[src/rtl/led_sweep_decoder_if.sv]
// -----------------------------------------------------------------------------
// led_sweep_decoder_if
// Bundles the LED bus sampled by the decoder with the telemetry the decoder
// reports back.
//   led        : thermometer-coded LED vector (driven by the flasher side)
//   level      : lit-LED count of the last accepted sample
//   dir        : 00 idle, 01 rising, 10 falling
//   turn       : one-cycle pulse on a direction reversal
//   peak       : level at the last rising->falling reversal
//   trough     : level at the last falling->rising reversal
//   shape_err  : one-cycle pulse, sample was not a thermometer code
//   step_err   : one-cycle pulse, level jumped by more than one
//   err_cnt    : saturating error-cycle counter
//   sweep_cnt  : wrapping count of falling steps landing on level 0
// Modports: master = LED source / telemetry consumer, slave = decoder.
// -----------------------------------------------------------------------------
interface led_sweep_decoder_if #(
    parameter int WIDTH = 16,
    parameter int LW    = 5
);
    logic [WIDTH-1:0] led;
    logic [LW-1:0]    level;
    logic [1:0]       dir;
    logic             turn;
    logic [LW-1:0]    peak;
    logic [LW-1:0]    trough;
    logic             shape_err;
    logic             step_err;
    logic [7:0]       err_cnt;
    logic [7:0]       sweep_cnt;

    modport master (
        output led,
        input  level, dir, turn, peak, trough, shape_err, step_err, err_cnt, sweep_cnt
    );

    modport slave (
        input  led,
        output level, dir, turn, peak, trough, shape_err, step_err, err_cnt, sweep_cnt
    );
endinterface

[src/rtl/led_sweep_decoder.sv]
// -----------------------------------------------------------------------------
// led_sweep_decoder
// Receive-side decoder for the bound-flasher LED bus. Samples the thermometer
// LED vector every clock, recovers lamp level and sweep direction, reports
// turn points, counts completed sweeps and flags malformed or jumping samples.
// Ports:
//   clk : rising-edge clock
//   rst : synchronous active-high reset
//   bus : led_sweep_decoder_if.slave (led in, all telemetry out, registered)
// -----------------------------------------------------------------------------
module led_sweep_decoder #(
    parameter int WIDTH = 16,
    parameter int LW    = 5
) (
    input  logic                   clk,
    input  logic                   rst,
    led_sweep_decoder_if.slave     bus
);

    typedef enum logic [1:0] {
        ST_IDLE    = 2'b00,
        ST_RISING  = 2'b01,
        ST_FALLING = 2'b10
    } state_t;

    localparam logic [LW-1:0] LVL_ZERO = {LW{1'b0}};
    localparam logic [LW-1:0] LVL_ONE  = {{(LW-1){1'b0}}, 1'b1};

    // Number of lit LEDs in the sample.
    function automatic logic [LW-1:0] popcount(input logic [WIDTH-1:0] v);
        logic [LW-1:0] c;
        c = LVL_ZERO;
        for (int i = 0; i < WIDTH; i++) begin
            c = c + {{(LW-1){1'b0}}, v[i]};
        end
        return c;
    endfunction

    // A thermometer code is 2^k-1: adding one clears every set bit
    // (all-ones wraps to zero, which is also legal).
    function automatic logic is_thermo(input logic [WIDTH-1:0] v);
        logic [WIDTH-1:0] v_inc;
        v_inc = v + {{(WIDTH-1){1'b0}}, 1'b1};
        return ((v & v_inc) == {WIDTH{1'b0}});
    endfunction

    state_t        state_r, state_nxt_s;
    logic [LW-1:0] level_r, level_nxt_s;
    logic [LW-1:0] peak_r, peak_nxt_s;
    logic [LW-1:0] trough_r, trough_nxt_s;
    logic [7:0]    err_cnt_r, err_cnt_nxt_s;
    logic [7:0]    sweep_cnt_r, sweep_cnt_nxt_s;
    logic          prev_valid_r, prev_valid_nxt_s;
    logic          turn_r, turn_nxt_s;
    logic          shape_err_r, shape_err_nxt_s;
    logic          step_err_r, step_err_nxt_s;
    logic          err_inc_s;
    logic [LW-1:0] k_s;
    logic          thermo_s;
    logic          up_s;
    logic          dn_s;

    // Sample classification: lit count, shape legality, single-step moves.
    always_comb begin
        k_s      = popcount(bus.led);
        thermo_s = is_thermo(bus.led);
        up_s     = (k_s == (level_r + LVL_ONE));
        dn_s     = ((k_s + LVL_ONE) == level_r);
    end

    // Next-state and next-output decode for the sweep tracker.
    always_comb begin
        state_nxt_s      = state_r;
        level_nxt_s      = level_r;
        peak_nxt_s       = peak_r;
        trough_nxt_s     = trough_r;
        sweep_cnt_nxt_s  = sweep_cnt_r;
        prev_valid_nxt_s = prev_valid_r;
        turn_nxt_s       = 1'b0;
        shape_err_nxt_s  = 1'b0;
        step_err_nxt_s   = 1'b0;
        err_inc_s        = 1'b0;

        if (!thermo_s) begin
            shape_err_nxt_s = 1'b1;
            err_inc_s       = 1'b1;
        end else if (!prev_valid_r) begin
            level_nxt_s      = k_s;
            prev_valid_nxt_s = 1'b1;
        end else if (k_s == level_r) begin
            level_nxt_s = level_r;
        end else if (up_s) begin
            level_nxt_s = k_s;
            case (state_r)
                ST_FALLING: begin
                    turn_nxt_s   = 1'b1;
                    trough_nxt_s = level_r;
                    state_nxt_s  = ST_RISING;
                end
                ST_IDLE:    state_nxt_s = ST_RISING;
                ST_RISING:  state_nxt_s = ST_RISING;
                default:    state_nxt_s = ST_IDLE;
            endcase
        end else if (dn_s) begin
            level_nxt_s = k_s;
            case (state_r)
                ST_RISING: begin
                    turn_nxt_s  = 1'b1;
                    peak_nxt_s  = level_r;
                    state_nxt_s = ST_FALLING;
                end
                ST_IDLE:    state_nxt_s = ST_FALLING;
                ST_FALLING: state_nxt_s = ST_FALLING;
                default:    state_nxt_s = ST_IDLE;
            endcase
            if (k_s == LVL_ZERO) begin
                sweep_cnt_nxt_s = sweep_cnt_r + 8'd1;
            end else begin
                sweep_cnt_nxt_s = sweep_cnt_r;
            end
        end else begin
            // Jump of two or more: resync level, keep direction and history.
            level_nxt_s    = k_s;
            step_err_nxt_s = 1'b1;
            err_inc_s      = 1'b1;
        end

        if (err_inc_s && (err_cnt_r != 8'hFF)) begin
            err_cnt_nxt_s = err_cnt_r + 8'd1;
        end else begin
            err_cnt_nxt_s = err_cnt_r;
        end
    end

    // State and output registers; reset discards the sample at that edge.
    always_ff @(posedge clk) begin
        if (rst) begin
            state_r      <= ST_IDLE;
            level_r      <= LVL_ZERO;
            peak_r       <= LVL_ZERO;
            trough_r     <= LVL_ZERO;
            err_cnt_r    <= 8'd0;
            sweep_cnt_r  <= 8'd0;
            prev_valid_r <= 1'b0;
            turn_r       <= 1'b0;
            shape_err_r  <= 1'b0;
            step_err_r   <= 1'b0;
        end else begin
            state_r      <= state_nxt_s;
            level_r      <= level_nxt_s;
            peak_r       <= peak_nxt_s;
            trough_r     <= trough_nxt_s;
            err_cnt_r    <= err_cnt_nxt_s;
            sweep_cnt_r  <= sweep_cnt_nxt_s;
            prev_valid_r <= prev_valid_nxt_s;
            turn_r       <= turn_nxt_s;
            shape_err_r  <= shape_err_nxt_s;
            step_err_r   <= step_err_nxt_s;
        end
    end

    assign bus.level     = level_r;
    assign bus.dir       = state_r;
    assign bus.turn      = turn_r;
    assign bus.peak      = peak_r;
    assign bus.trough    = trough_r;
    assign bus.shape_err = shape_err_r;
    assign bus.step_err  = step_err_r;
    assign bus.err_cnt   = err_cnt_r;
    assign bus.sweep_cnt = sweep_cnt_r;

endmodule
[src/flat_wrapper.sv]
// flat-port wrapper written by rule: the top's interface ports become plain ports
module led_sweep_decoder_flat 
#(
    parameter int WIDTH = 16,
    parameter int LW    = 5
)
  (clk, rst, bus_led, bus_level, bus_dir, bus_turn, bus_peak, bus_trough, bus_shape_err, bus_step_err, bus_err_cnt, bus_sweep_cnt);
  led_sweep_decoder_if #(.WIDTH(WIDTH), .LW(LW)) bus_i ();
  input  logic clk;
  input  logic rst;
  input wire logic [$bits(bus_i.led)-1:0] bus_led;
  output wire logic [$bits(bus_i.level)-1:0] bus_level;
  output wire logic [$bits(bus_i.dir)-1:0] bus_dir;
  output wire logic [$bits(bus_i.turn)-1:0] bus_turn;
  output wire logic [$bits(bus_i.peak)-1:0] bus_peak;
  output wire logic [$bits(bus_i.trough)-1:0] bus_trough;
  output wire logic [$bits(bus_i.shape_err)-1:0] bus_shape_err;
  output wire logic [$bits(bus_i.step_err)-1:0] bus_step_err;
  output wire logic [$bits(bus_i.err_cnt)-1:0] bus_err_cnt;
  output wire logic [$bits(bus_i.sweep_cnt)-1:0] bus_sweep_cnt;
  assign bus_i.led = bus_led;
  assign bus_level = bus_i.level;
  assign bus_dir = bus_i.dir;
  assign bus_turn = bus_i.turn;
  assign bus_peak = bus_i.peak;
  assign bus_trough = bus_i.trough;
  assign bus_shape_err = bus_i.shape_err;
  assign bus_step_err = bus_i.step_err;
  assign bus_err_cnt = bus_i.err_cnt;
  assign bus_sweep_cnt = bus_i.sweep_cnt;
  led_sweep_decoder #(.WIDTH(WIDTH), .LW(LW)) u_core (.clk(clk), .rst(rst), .bus(bus_i));
endmodule
[config.mk]
export PLATFORM = sky130hd
export DESIGN_NAME = led_sweep_decoder_flat
export DESIGN_NICKNAME = d
export VERILOG_FILES = /design/src/rtl/led_sweep_decoder_if.sv /design/src/rtl/led_sweep_decoder.sv /design/src/flat_wrapper.sv
export SDC_FILE = /design/constraint.sdc
export NUM_CORES = 1
export LEC_CHECK = 0
export ABC_CLOCK_PERIOD_IN_PS = 5400
export BUFFER_PORTS_ARGS = -buffer_cell sky130_fd_sc_hd__buf_2
export CORE_UTILIZATION = 51
export CTS_BUF_LIST = sky130_fd_sc_hd__clkbuf_16
export DETAILED_ROUTE_END_ITERATION = 10
export PLACE_DENSITY = 0.77
export REMOVE_ABC_BUFFERS = 1
export SYNTH_ARGS = -nofsm -noshare
export SYNTH_HDL_FRONTEND = slang
export SYNTH_SLANG_ARGS = --single-unit
[constraint.sdc]
create_clock -name clk -period 5.4 [get_ports clk]
set_input_delay 0.54 -clock clk [delete_from_list [all_inputs] [get_ports clk]]
set_output_delay 0.54 -clock clk [all_outputs]
set_load 0.02 [all_outputs]
==> results of run 1 <==
[flip-flops by register name, indices dropped and copies added, names as in the netlist]
register              flops
u_core.bus.err_cnt        8
u_core.bus.sweep_cnt      8
u_core.bus.level          5
u_core.bus.peak           5
u_core.bus.trough         5
u_core.bus.dir            2
u_core.bus.shape_err      1
u_core.bus.step_err       1
u_core.bus.turn           1
u_core.prev_valid_r       1
[metrics by stage]
| step | utilization [%] | power (mW) |
|---|---|---|
| floorplan | - | 0.9469 |
| global placement | 63.94 | 1.280 |
| detailed placement | 63.94 | 1.305 |
| CTS | 70.12 | 1.774 |
| global route | 73.05 | 2.008 |
| finish | 73.05 | 1.889 |
[logic make-up after synthesis]
family,Yosys count
multiplexers,16
flip-flops,37
AO/OA/AOI/OAI,83
AND/OR/NAND/NOR,111
adder cells (fa/ha/maj),22
XOR/XNOR,11
buffers and inverters,43
[cell type report]
type	count	area, um2	area share, %
Clock inverter	3	37.54	0.9331
Inverter	29	111.4	2.768
Multi-Input combinational cell	243	2233	55.52
Sequential cell	37	740.7	18.41
Timing Repair Buffer	103	684.4	17.01
Clock buffer	5	125.1	3.110
Tap cell	72	90.09	2.240
[layer usage]
metal	routed length, um	share of wire (%)	GRT usage [%]	vias to the layer above
li1	-	-	-	1383
met1	3396	44	32.08	1374
met2	3993	51	46.02	93
met4	88	1.1	7.358	0
met5	0	0	0	-
met3	301	3.9	5.059	8
[path summary, 6_finish.rpt]
check,startpoint,to,depth (start not counted)
hold reg to reg,u_core.bus.trough[3]$_SDFFE_PP0P_,u_core.bus.trough[3]$_SDFFE_PP0P_,2
hold / removal,u_core.bus.trough[3]$_SDFFE_PP0P_,u_core.bus.trough[3]$_SDFFE_PP0P_,2
setup / recovery,bus_led[0],u_core.bus.sweep_cnt[7]$_SDFFE_PP0P_,19
setup reg to reg,u_core.bus.level[1]$_SDFFE_PP0P_,u_core.bus.sweep_cnt[7]$_SDFFE_PP0P_,8
[cells in the final DEF, fill, tap and decap left out, types with 8 or more instances in the layout]
| master | n |
|---|---|
| a21oi_1 | 15 |
| buf_2 | 51 |
| buf_4 | 45 |
| dfxtp_1 | 37 |
| fa_1 | 8 |
| ha_1 | 10 |
| inv_1 | 27 |
| mux2i_1 | 10 |
| nand2_1 | 19 |
| nand3_1 | 12 |
| nand4_1 | 12 |
| nor2_1 | 18 |
[repair_timing]
item / CTS / global route
gates resized for setup: 28 / 29
setup buffers: 4 / 3
pin swaps: 7 / 8
endpoints found under the setup margin: 28 / 26
cloned: 0 / 0
[worst max-delay path, cell delays in order]
cell and delay, ns:
buf_8 0.10, inv_4 0.05, ha_4 0.19, fa_1 0.45, fa_1 0.50, fa_1 0.53
fa_1 0.44, fa_2 0.37, fa_2 0.55, inv_2 0.06, ha_4 0.23, xnor2_2 0.13
nand2_2 0.09, and4b_2 0.34, buf_4 0.12, o32a_4 0.20, nand4_1 0.15, o311ai_1 0.35
o41ai_1 0.16
[power breakdown]
part / total [mW] / internal, mW / switching [mW] / leakage (nW)
registers: 0.279 / 0.275 / 0.00371 / 0.299
clock network: 0.317 / 0.214 / 0.103 / 0.0826
logic: 1.29 / 0.661 / 0.631 / 1.38
==> impl_results.md, run 1 <==
- Most frequent cell after synthesis: dfxtp_1
- Initial antenna violation count: 0
- Crit path launch type: input port
- # port buffers: 53
- Fin crit share: 100.8%
- Flop2flop setup slack: 2.85 ns
- Final Critical Period: 5.442 ns
- Die ar.: 5988 um2
- Clock Path Buffers: 2
- Drt pass-1 iters: 4
- Max-slew violation count: 0
- Final Hold Slack: 0.4587 ns
- RSZ-0062 raised after global routing: yes
- Crit. End Element: register
- CTS Buf Count: 5
- Filler instances: 392
- Placed cells: 477
- Vias per inst: 5.809
- Fmax: 183.8 MHz
- Compound-gate portion of the synthesized area: 23.79%
- HPWL after DPL: 5294 um
- Die Width: 77.38 um
- Synth warnings: 0
- GRT Util Overall: 26.09%
- Yosys top cell by area: dfxtp_1
- Pre-CTS setup slack: -0.5420 ns
- Post-route cell area: 4023 um2
- Layout cells sized above 1: 40.71%
- Grt total ovfl: 0
- Final WL: 7779 um
- Largest family of logic cells by synthesized area: compound AO/OA/AOI/OAI gates
- Boundary pin count: 54
- Power Density: 469.6 nW/um2
- Post-DRT Antenna Nets: 0
- First-pass GRT wire length: 12580 um
- Rel. slew slack: 55.43%
- Setup ws final: -0.04215 ns
- Drt wl/cell: 15.81 um
- Starting Density: 52.62%
- Initial DRC count: 123
- Hold_buf cts: 0
- Worst vdd rail ir drop: 302.4 uV
- Status: finished with violations
- Slew of the pin with the lowest slew margin: 0.6686 ns
- Vias in the first global route: 2680
- # diodes: 0
- DRC viols: 0
- Setup TNS: -0.1219 ns
- Ys flop type: dfxtp_1
- Asr flop ratio synth: 0%
- Avg Cell Area, Syn: 8.971 um2
- Critical path arrival: 5.57 ns
- Post-Syn Area: 2898 um2
- Setup Crit Path Kind: input port to register
- Post-synth EDFFs: 0
- Synth top area cells: dfxtp_1, fa_1, ha_1, inv_1, mux2i_1
- Cells after synthesis: 323
- Max Cap Viol: 0
- H-tree depth: 2
- WP data required: 5.53 ns
- Gpl congestion: 0.9302
- Clock skew: 0.002583 ns
- DIE HEIGHT: 77.38 um
- FP Rows: 27
- Worst-skew pair later-pin latency: 0.27 ns
- Synth Area in Simple Gates: 21.68%
- Final setup fails: 6
- Synthesized flop and latch total: 37
- Synth Area in XOR/XNOR: 5.009%
- Seq/Total Area, Yosys: 25.56%
- Root Driver: clkbuf_16
- Pleak: 1.762 nW
- Failing checks: setup timing
- Post-Synth Adder-Cell Area: 12.09%
- Reg clk slew, reported paths: 0.05 ns
- Dpl cell area: 3521 um2
- Core area: 5507 um2
- Largest net degree at the start of global routing: 36
- CTS tree: yes
- Synth cell count leaders: dfxtp_1, inv_1, nand2_1
- Vias post-DR: 2858
- Yosys top cell area share: 25.56%
- Crit path max fanout: 7
- Mux contribution to synthesized area: 5.786%
- Sinks on Clock Net: 37
- Hold Fails Final Rpt: 0
- Finished Layout Cells: 492
- Distinct cells, synth: 69
- Layout area overhead: 38.82%
- Net count, final: 459
- Hold crit path type: register to register
No activity file was read; power rests on OpenSTA's default activity.
==> run 2: changes to the inputs <==
CORE_UTILIZATION = 35   (was 51)
PLACE_DENSITY = default   (was 0.77)
==> run 2 against run 1 <==
Against the previous run:
- fmax is 0.67% higher
- the flow still finishes with violations (setup timing)
- combinational power is 7% higher
- worst setup slack better by 0.036 ns
- final cell count grew 7.1%
==> impl_results.md, run 2 (same netlist as run 1, synthesis figures left out) <==
- Dpl cell area: 3573 um2 (was 3521 um2)
- Reg clk slew, reported paths: 0.05 ns (about the same)
- Max incr delay on CP: 0.57 ns (was 0.55 ns)
- Vias post-DR: 2794 (was 2858)
- Post-route cell area: 4078 um2 (was 4023 um2)
- Vias in the first global route: 2771 (was 2680)
- Layout area overhead: 40.72% (was 38.82%)
- Worst Setup EP: u_core.bus.sweep_cnt[3]$_SDFFE_PP0P_ (was u_core.bus.sweep_cnt[7]$_SDFFE_PP0P_)
- Crit path max fanout: 6 (was 7)
- Worst Reg-to-Reg Cells: 8 (unchanged)
- Gpl congestion: 0.8401 (was 0.9302)
- Max layer used: met4 (unchanged)
- Setup crit start: bus_led[0] (unchanged)
- Vias per inst: 5.302 (was 5.809)
- Critical path arrival: 5.54 ns (was 5.57 ns)
- HPWL after DPL: 5630 um (was 5294 um)
- Fmax: 185.0 MHz (was 183.8 MHz)
- Drt wl/cell: 14.57 um (was 15.81 um)
- Post-DRT Antenna Nets: 0 (unchanged)
- # diodes: 0 (unchanged)
- M1 WL: 3598 um (was 3396 um)
- Pleak: 1.769 nW (was 1.762 nW)
- DRC viols: 0 (unchanged)
- WP data required: 5.53 ns (about the same)
- Worst reg2reg endpoint: u_core.bus.err_cnt[2]$_SDFFE_PP0P_ (was u_core.bus.sweep_cnt[7]$_SDFFE_PP0P_)
- Crit. End Element: register (unchanged)
- Setup ws final: -0.006180 ns (was -0.04215 ns)
- Initial DRC count: 100 (was 123)
- Hold crit path type: register to register (unchanged)
- Flop2flop setup slack: 2.84 ns (was 2.85 ns)
- Net count, final: 464 (was 459)
- Drt pass-1 iters: 4 (unchanged)
- Boundary pin count: 54 (unchanged)
- Most frequent cell on the critical path: fa_1 (unchanged)
- Core area: 7848 um2 (was 5507 um2)
- Initial antenna violation count: 0 (unchanged)
- RSZ-0062 raised after global routing: yes (unchanged)
- GRT Util Overall: 18.32% (was 26.09%)
- Root Driver: clkbuf_16 (unchanged)
- Starting Density: 36.93% (was 52.62%)
- Max-slew violation count: 0 (unchanged)
- DIE HEIGHT: 92.99 um (was 77.38 um)
- Die ar.: 8647 um2 (was 5988 um2)
- Grt total ovfl: 0 (unchanged)
- Worst vdd rail ir drop: 221.7 uV (was 302.4 uV)
- Worst R2R Start: u_core.bus.level[1]$_SDFFE_PP0P_ (unchanged)
- First-pass GRT wire length: 12720 um (was 12580 um)
- CTS tree: yes (unchanged)
- Sinks on Clock Net: 37 (unchanged)
- Failing checks: setup timing (unchanged)
- H-tree depth: 2 (unchanged)
- Clock skew: 0.003612 ns (was 0.002583 ns)
- Crit-path cells: buf_8 -> inv_4 -> ha_4 -> fa_1 -> fa_1 -> fa_1 -> fa_1 -> fa_2 -> fa_2 -> inv_2 -> ha_4 -> xnor2_2 -> nand2_2 -> and4b_2 -> buf_4 -> o32a_4 -> o211ai_4 -> buf_6 -> o31ai_1 -> a21oi_1 (was buf_8 -> inv_4 -> ha_4 -> fa_1 -> fa_1 -> fa_1 -> fa_1 -> fa_2 -> fa_2 -> inv_2 -> ha_4 -> xnor2_2 -> nand2_2 -> and4b_2 -> buf_4 -> o32a_4 -> nand4_1 -> o311ai_1 -> o41ai_1)
- Met2 WL: 3695 um (was 3993 um)
- Finished Layout Cells: 527 (was 492)
- Placed cells: 509 (was 477)
- Hold Path Origin: u_core.bus.trough[2]$_SDFFE_PP0P_ (was u_core.bus.trough[3]$_SDFFE_PP0P_)
- FP Rows: 32 (was 27)
- Hold_buf cts: 0 (unchanged)
- Worst-skew pair later-pin latency: 0.28 ns (was 0.27 ns)
- Status: finished with violations (unchanged)
- Most frequent cells in the layout: buf_2, buf_4, dfxtp_1 (unchanged)
- CTS Buf Count: 5 (unchanged)
- Crit path launch type: input port (unchanged)
- Max Cap Viol: 0 (unchanged)
- Slew of the pin with the lowest slew margin: 0.6539 ns (was 0.6686 ns)
- Rel. slew slack: 56.41% (was 55.43%)
- Commonest non-fill, non-tap cell in the layout: buf_2 (unchanged)
- Met3 wire length: 294 um (was 301 um)
- Final setup fails: 2 (was 6)
- Clock Path Buffers: 2 (unchanged)
- Fin crit share: 100.1% (was 100.8%)
- Setup Crit Path Kind: input port to register (unchanged)
- Largest net degree at the start of global routing: 36 (unchanged)
- Final WL: 7680 um (was 7779 um)
- Hold Fails Final Rpt: 0 (unchanged)
- Setup TNS: -0.01119 ns (was -0.1219 ns)
- Power Density: 475.2 nW/um2 (was 469.6 nW/um2)
- Die Width: 92.99 um (was 77.38 um)
- Slowest CP cell: fa_2 (unchanged)
- Final Hold Slack: 0.4576 ns (was 0.4587 ns)
- Layout cells sized above 1: 43.76% (was 40.71%)
- # port buffers: 53 (unchanged)
- Final Critical Period: 5.406 ns (was 5.442 ns)
-- run 2: timing repair --
action                                  4_1_cts  5_1_grt
buffers inserted                              7        3
endpoints found under the setup margin       30       33
pin swaps                                    24       16
resized for setup                            26       35
-- run 2: layout make-up --
cell class | instances | area, um2
clock inverter | 3 | 17.52
multi-input combinational | 243 | 2230
timing repair buffer | 108 | 725.7
sequential | 37 | 740.7
inverter | 29 | 111.4
tap | 102 | 127.6
clock buffer | 5 | 125.1
fill | 759 | 3770
-- run 2: worst min-delay path by stage --
| stage | slack, ns | cells after the start | to |
|---|---|---|---|
| 5_1_grt | 0.49 | 2 | u_core.bus.peak[0]$_SDFFE_PP0P_ |
| 3_3_place_gp | 0.44 | 2 | u_core.bus.trough[1]$_SDFFE_PP0P_ |
| 4_1_cts | 0.46 | 2 | u_core.bus.trough[3]$_SDFFE_PP0P_ |
| 6_report | 0.46 | 2 | u_core.bus.trough[2]$_SDFFE_PP0P_ |
| 2_1_floorplan | 0.48 | 2 | u_core.prev_valid_r$_SDFFE_PP0N_ |
| 3_5_place_dp | 0.45 | 2 | u_core.bus.trough[3]$_SDFFE_PP0P_ |
-- run 2: per-stage QoR --
| step | setup WS, ns | power (mW) | utilization (%) |
|---|---|---|---|
| floorplan | -0.3448 | 0.9469 | - |
| global placement | -0.4696 | 1.319 | 45.54 |
| detailed placement | -0.5995 | 1.342 | 45.54 |
| CTS | -0.04821 | 1.796 | 49.41 |
| global route | -0.1324 | 2.059 | 51.96 |
| finish | -0.006180 | 1.938 | 51.96 |
-- run 2: power by group --
group / internal (mW) / switching [mW]
Clock: 0.169 / 0.109
Sequential: 0.275 / 0.00355
Combinational: 0.722 / 0.659
Total: 1.17 / 0.771
-- run 2: critical path, delay by kind of cell --
| kind | cells | cell delay (ns) |
|---|---|---|
| fa+ha+maj | 8 | 3.31 |
| compound gates | 4 | 0.68 |
| buf+inv | 5 | 0.47 |
| simple gates | 2 | 0.43 |
| xor+xnor | 1 | 0.11 |
-- run 2: metal layers --
layer  track usage [%]  vias up
li1                  -     1389
met1             23.49     1331
met2             31.43       63
met3             3.577       11
met4             4.615        0
met5                 0        -
==> run 3: changes to the inputs <==
ABC_AREA = 1   (was default)
==> run 3 against run 2 <==
Against the previous run:
- the run now ends clean
- utilization shrank 7.9 points
- fmax rose by 5.9%
- clock power down 3%
- die area fell by 3.3%
==> impl_results.md, run 3 <==
- # diodes: 0 (unchanged)
- Yosys top cell by area: dfxtp_1 (unchanged)
- Gpl congestion: 0.8666 (was 0.8401)
- Finished Layout Cells: 589 (was 527)
- Worst vdd rail ir drop: 200.5 uV (was 221.7 uV)
- DIE HEIGHT: 91.43 um (was 92.99 um)
- Fmax: 195.9 MHz (was 185.0 MHz)
- DRC viols: 0 (unchanged)
- Reg area: 740.7 um2 (unchanged)
- WP data required: 5.61 ns (was 5.53 ns)
- Post-synth EDFFs: 0 (unchanged)
- Crit. End Element: register (unchanged)
- Vias per inst: 4.803 (was 5.302)
- Initial antenna violation count: 0 (unchanged)
- Rel. slew slack: 55.58% (was 56.41%)
- Slew of the pin with the lowest slew margin: 0.6656 ns (was 0.6539 ns)
- Crit path max fanout: 7 (was 6)
- FP Rows: 32 (unchanged)
- Setup Crit Path Kind: input port to register (unchanged)
- Cells after synthesis: 422 (was 323)
- Max Cap Viol: 0 (unchanged)
- Fin util: 44.09% (was 51.96%)
- Total power: 1.256 mW (was 1.938 mW)
- Boundary pin count: 54 (unchanged)
- Die ar.: 8359 um2 (was 8647 um2)
- Final WL: 6496 um (was 7680 um)
- H-tree depth: 2 (unchanged)
- Hold Fails Final Rpt: 0 (unchanged)
- Hold crit path type: register to register (unchanged)
- Final setup fails: 0 (was 2)
- Max-slew violation count: 0 (unchanged)
- Most frequent cells in the layout: nand2_1, nor2_1, inv_1 (was buf_2, buf_4, dfxtp_1)
- Drt pass-1 iters: 4 (unchanged)
- Post-DRT Antenna Nets: 0 (unchanged)
- Asr flop ratio synth: 0% (unchanged)
- Vias post-DR: 2829 (was 2794)
- Layout cells sized above 1: 22.38% (was 43.76%)
- HPWL after DPL: 5167 um (was 5630 um)
- Hold_buf cts: 0 (unchanged)
- Seq/Total Area, Yosys: 26.46% (was 25.56%)
- Synth warnings: 0 (unchanged)
- Status: finished clean (was finished with violations)
- # port buffers: 53 (unchanged)
- Yosys top cell area share: 26.46% (was 25.56%)
- Core area: 7727 um2 (was 7848 um2)
- Area of the multi-input gates: 1842 um2 (was 2230 um2)
- Root Driver: clkbuf_16 (unchanged)
- Vias in the first global route: 2499 (was 2771)
- Starting Density: 36.22% (was 36.93%)
- Clock skew: 0.003930 ns (was 0.003612 ns)
- Worst-skew pair later-pin latency: 0.28 ns (about the same)
- Layout area overhead: 21.73% (was 40.72%)
- Net count, final: 526 (was 464)
- Final Critical Period: 5.105 ns (was 5.406 ns)
- Clock Path Buffers: 2 (unchanged)
- CTS Buf Count: 5 (unchanged)
- Pleak: 1.630 nW (was 1.769 nW)
- Fin crit share: 94.54% (was 100.1%)
- Grt total ovfl: 0 (unchanged)
- GRT Util Overall: 15.93% (was 18.32%)
- Sinks on Clock Net: 37 (unchanged)
- Distinct cells, synth: 32 (was 69)
- Drt wl/cell: 11.03 um (was 14.57 um)
- Synth top area cells: dfxtp_1, nand2_1, nor2_1, nand3_1, inv_1 (was dfxtp_1, fa_1, ha_1, inv_1, mux2i_1)
- Crit path launch type: input port (unchanged)
- Avg Cell Area, Syn: 6.633 um2 (was 8.971 um2)
- Ys flop type: dfxtp_1 (unchanged)
- Critical path arrival: 5.31 ns (was 5.54 ns)
- Post-Syn Area: 2799 um2 (was 2898 um2)
- CTS tree: yes (unchanged)
- Die Width: 91.43 um (was 92.99 um)
- Synth cell count leaders: nand2_1, nor2_1, inv_1 (was dfxtp_1, inv_1, nand2_1)
- Most frequent cell after synthesis: nand2_1 (was dfxtp_1)
- Filler instances: 820 (was 759)
- Reg clk slew, reported paths: 0.05 ns (about the same)
- First-pass GRT wire length: 10900 um (was 12720 um)
- Largest net degree at the start of global routing: 25 (was 36)
- Placed cells: 580 (was 509)
- Initial DRC count: 100 (unchanged)
- Commonest non-fill, non-tap cell in the layout: nand2_1 (was buf_2)
- Synthesized flop and latch total: 37 (unchanged)
- Power Density: 368.8 nW/um2 (was 475.2 nW/um2)
[run 3: final timing paths]
check / slack (ns) / endpoint / startpoint / cells after the start
worst max register to register: 3.16 / u_core.bus.err_cnt[1]$_SDFFE_PP0P_ / u_core.bus.level[1]$_SDFFE_PP0P_ / 14
worst max-delay path: 0.29 / u_core.bus.sweep_cnt[5]$_SDFFE_PP0P_ / bus_led[0] / 22
worst min register to register: 0.48 / u_core.bus.peak[1]$_SDFFE_PP0P_ / u_core.bus.peak[1]$_SDFFE_PP0P_ / 2
worst min-delay path: 0.48 / u_core.bus.peak[1]$_SDFFE_PP0P_ / u_core.bus.peak[1]$_SDFFE_PP0P_ / 2
[run 3: cells by family (layout without fill, tap and decap cells)]
kind of cell	Yosys count	after routing	synth area share (%)
and+or+nand+nor	243	243	40.68
buffers and inverters	65	130	9.030
AOI/OAI and AO/OA	45	45	8.181
DFF	37	37	26.46
adders and majority gates	22	22	12.52
xor gates and xnor gates	10	10	3.129
[run 3: worst max-delay path, stage by stage]
cell,delay [ns]
buf_2,0.09
inv_1,0.04
ha_1,0.29
fa_1,0.46
fa_1,0.49
fa_1,0.54
fa_1,0.44
fa_2,0.36
fa_1,0.52
inv_2,0.06
ha_4,0.25
xnor2_1,0.09
and2_1,0.13
nand2_1,0.06
nor2_2,0.09
nand2_1,0.07
nor2_2,0.09
buf_4,0.11
nand3b_1,0.11
nor2_4,0.22
nand3_1,0.09
a21oi_1,0.15
[run 3: stage by stage]
step                      hold slack (ns)  setup TNS (ns)  worst slack (ns)  area [um2]
after CTS                          0.4821               0            0.1375        3363
after floorplan                    0.5161               0           0.06490        2771
after detailed placement           0.4690          -2.037           -0.1555        3224
after global routing               0.5050        -0.03327          -0.02191        3407
after global placement             0.4588         -0.1507          -0.02443        3224
final                              0.4781               0            0.2947        3407
[run 3: metal layers]
metal / routed length [um] / global-route usage [%] / up-vias
li1: - / - / 1471
met1: 2994 / 19.97 / 1298
met4: 122 / 7.143 / 0
met3: 227 / 1.926 / 8
met2: 3152 / 27.19 / 52
met5: 0 / 0 / -
[run 3: power by group]
| group | total, mW | internal [mW] | switching (mW) |
|---|---|---|---|
| logic | 0.708 | 0.291 | 0.417 |
| registers | 0.278 | 0.275 | 0.00240 |
| clock network | 0.271 | 0.167 | 0.104 |
[run 3: cell type report]
cell class,instances,share of cell area (%)
clock buffers,5,3.672
clock inverters,3,0.4040
inverters,60,6.610
multi-input cells,320,54.06
flip-flops and latches,37,21.74
well taps,102,3.746
repair buffers,62,9.769
[run 3: what timing repair did]
action                                  4_1_cts  5_1_grt
endpoints found under the setup margin        0       24
resized for setup                             0        9
setup buffers                                 0        1
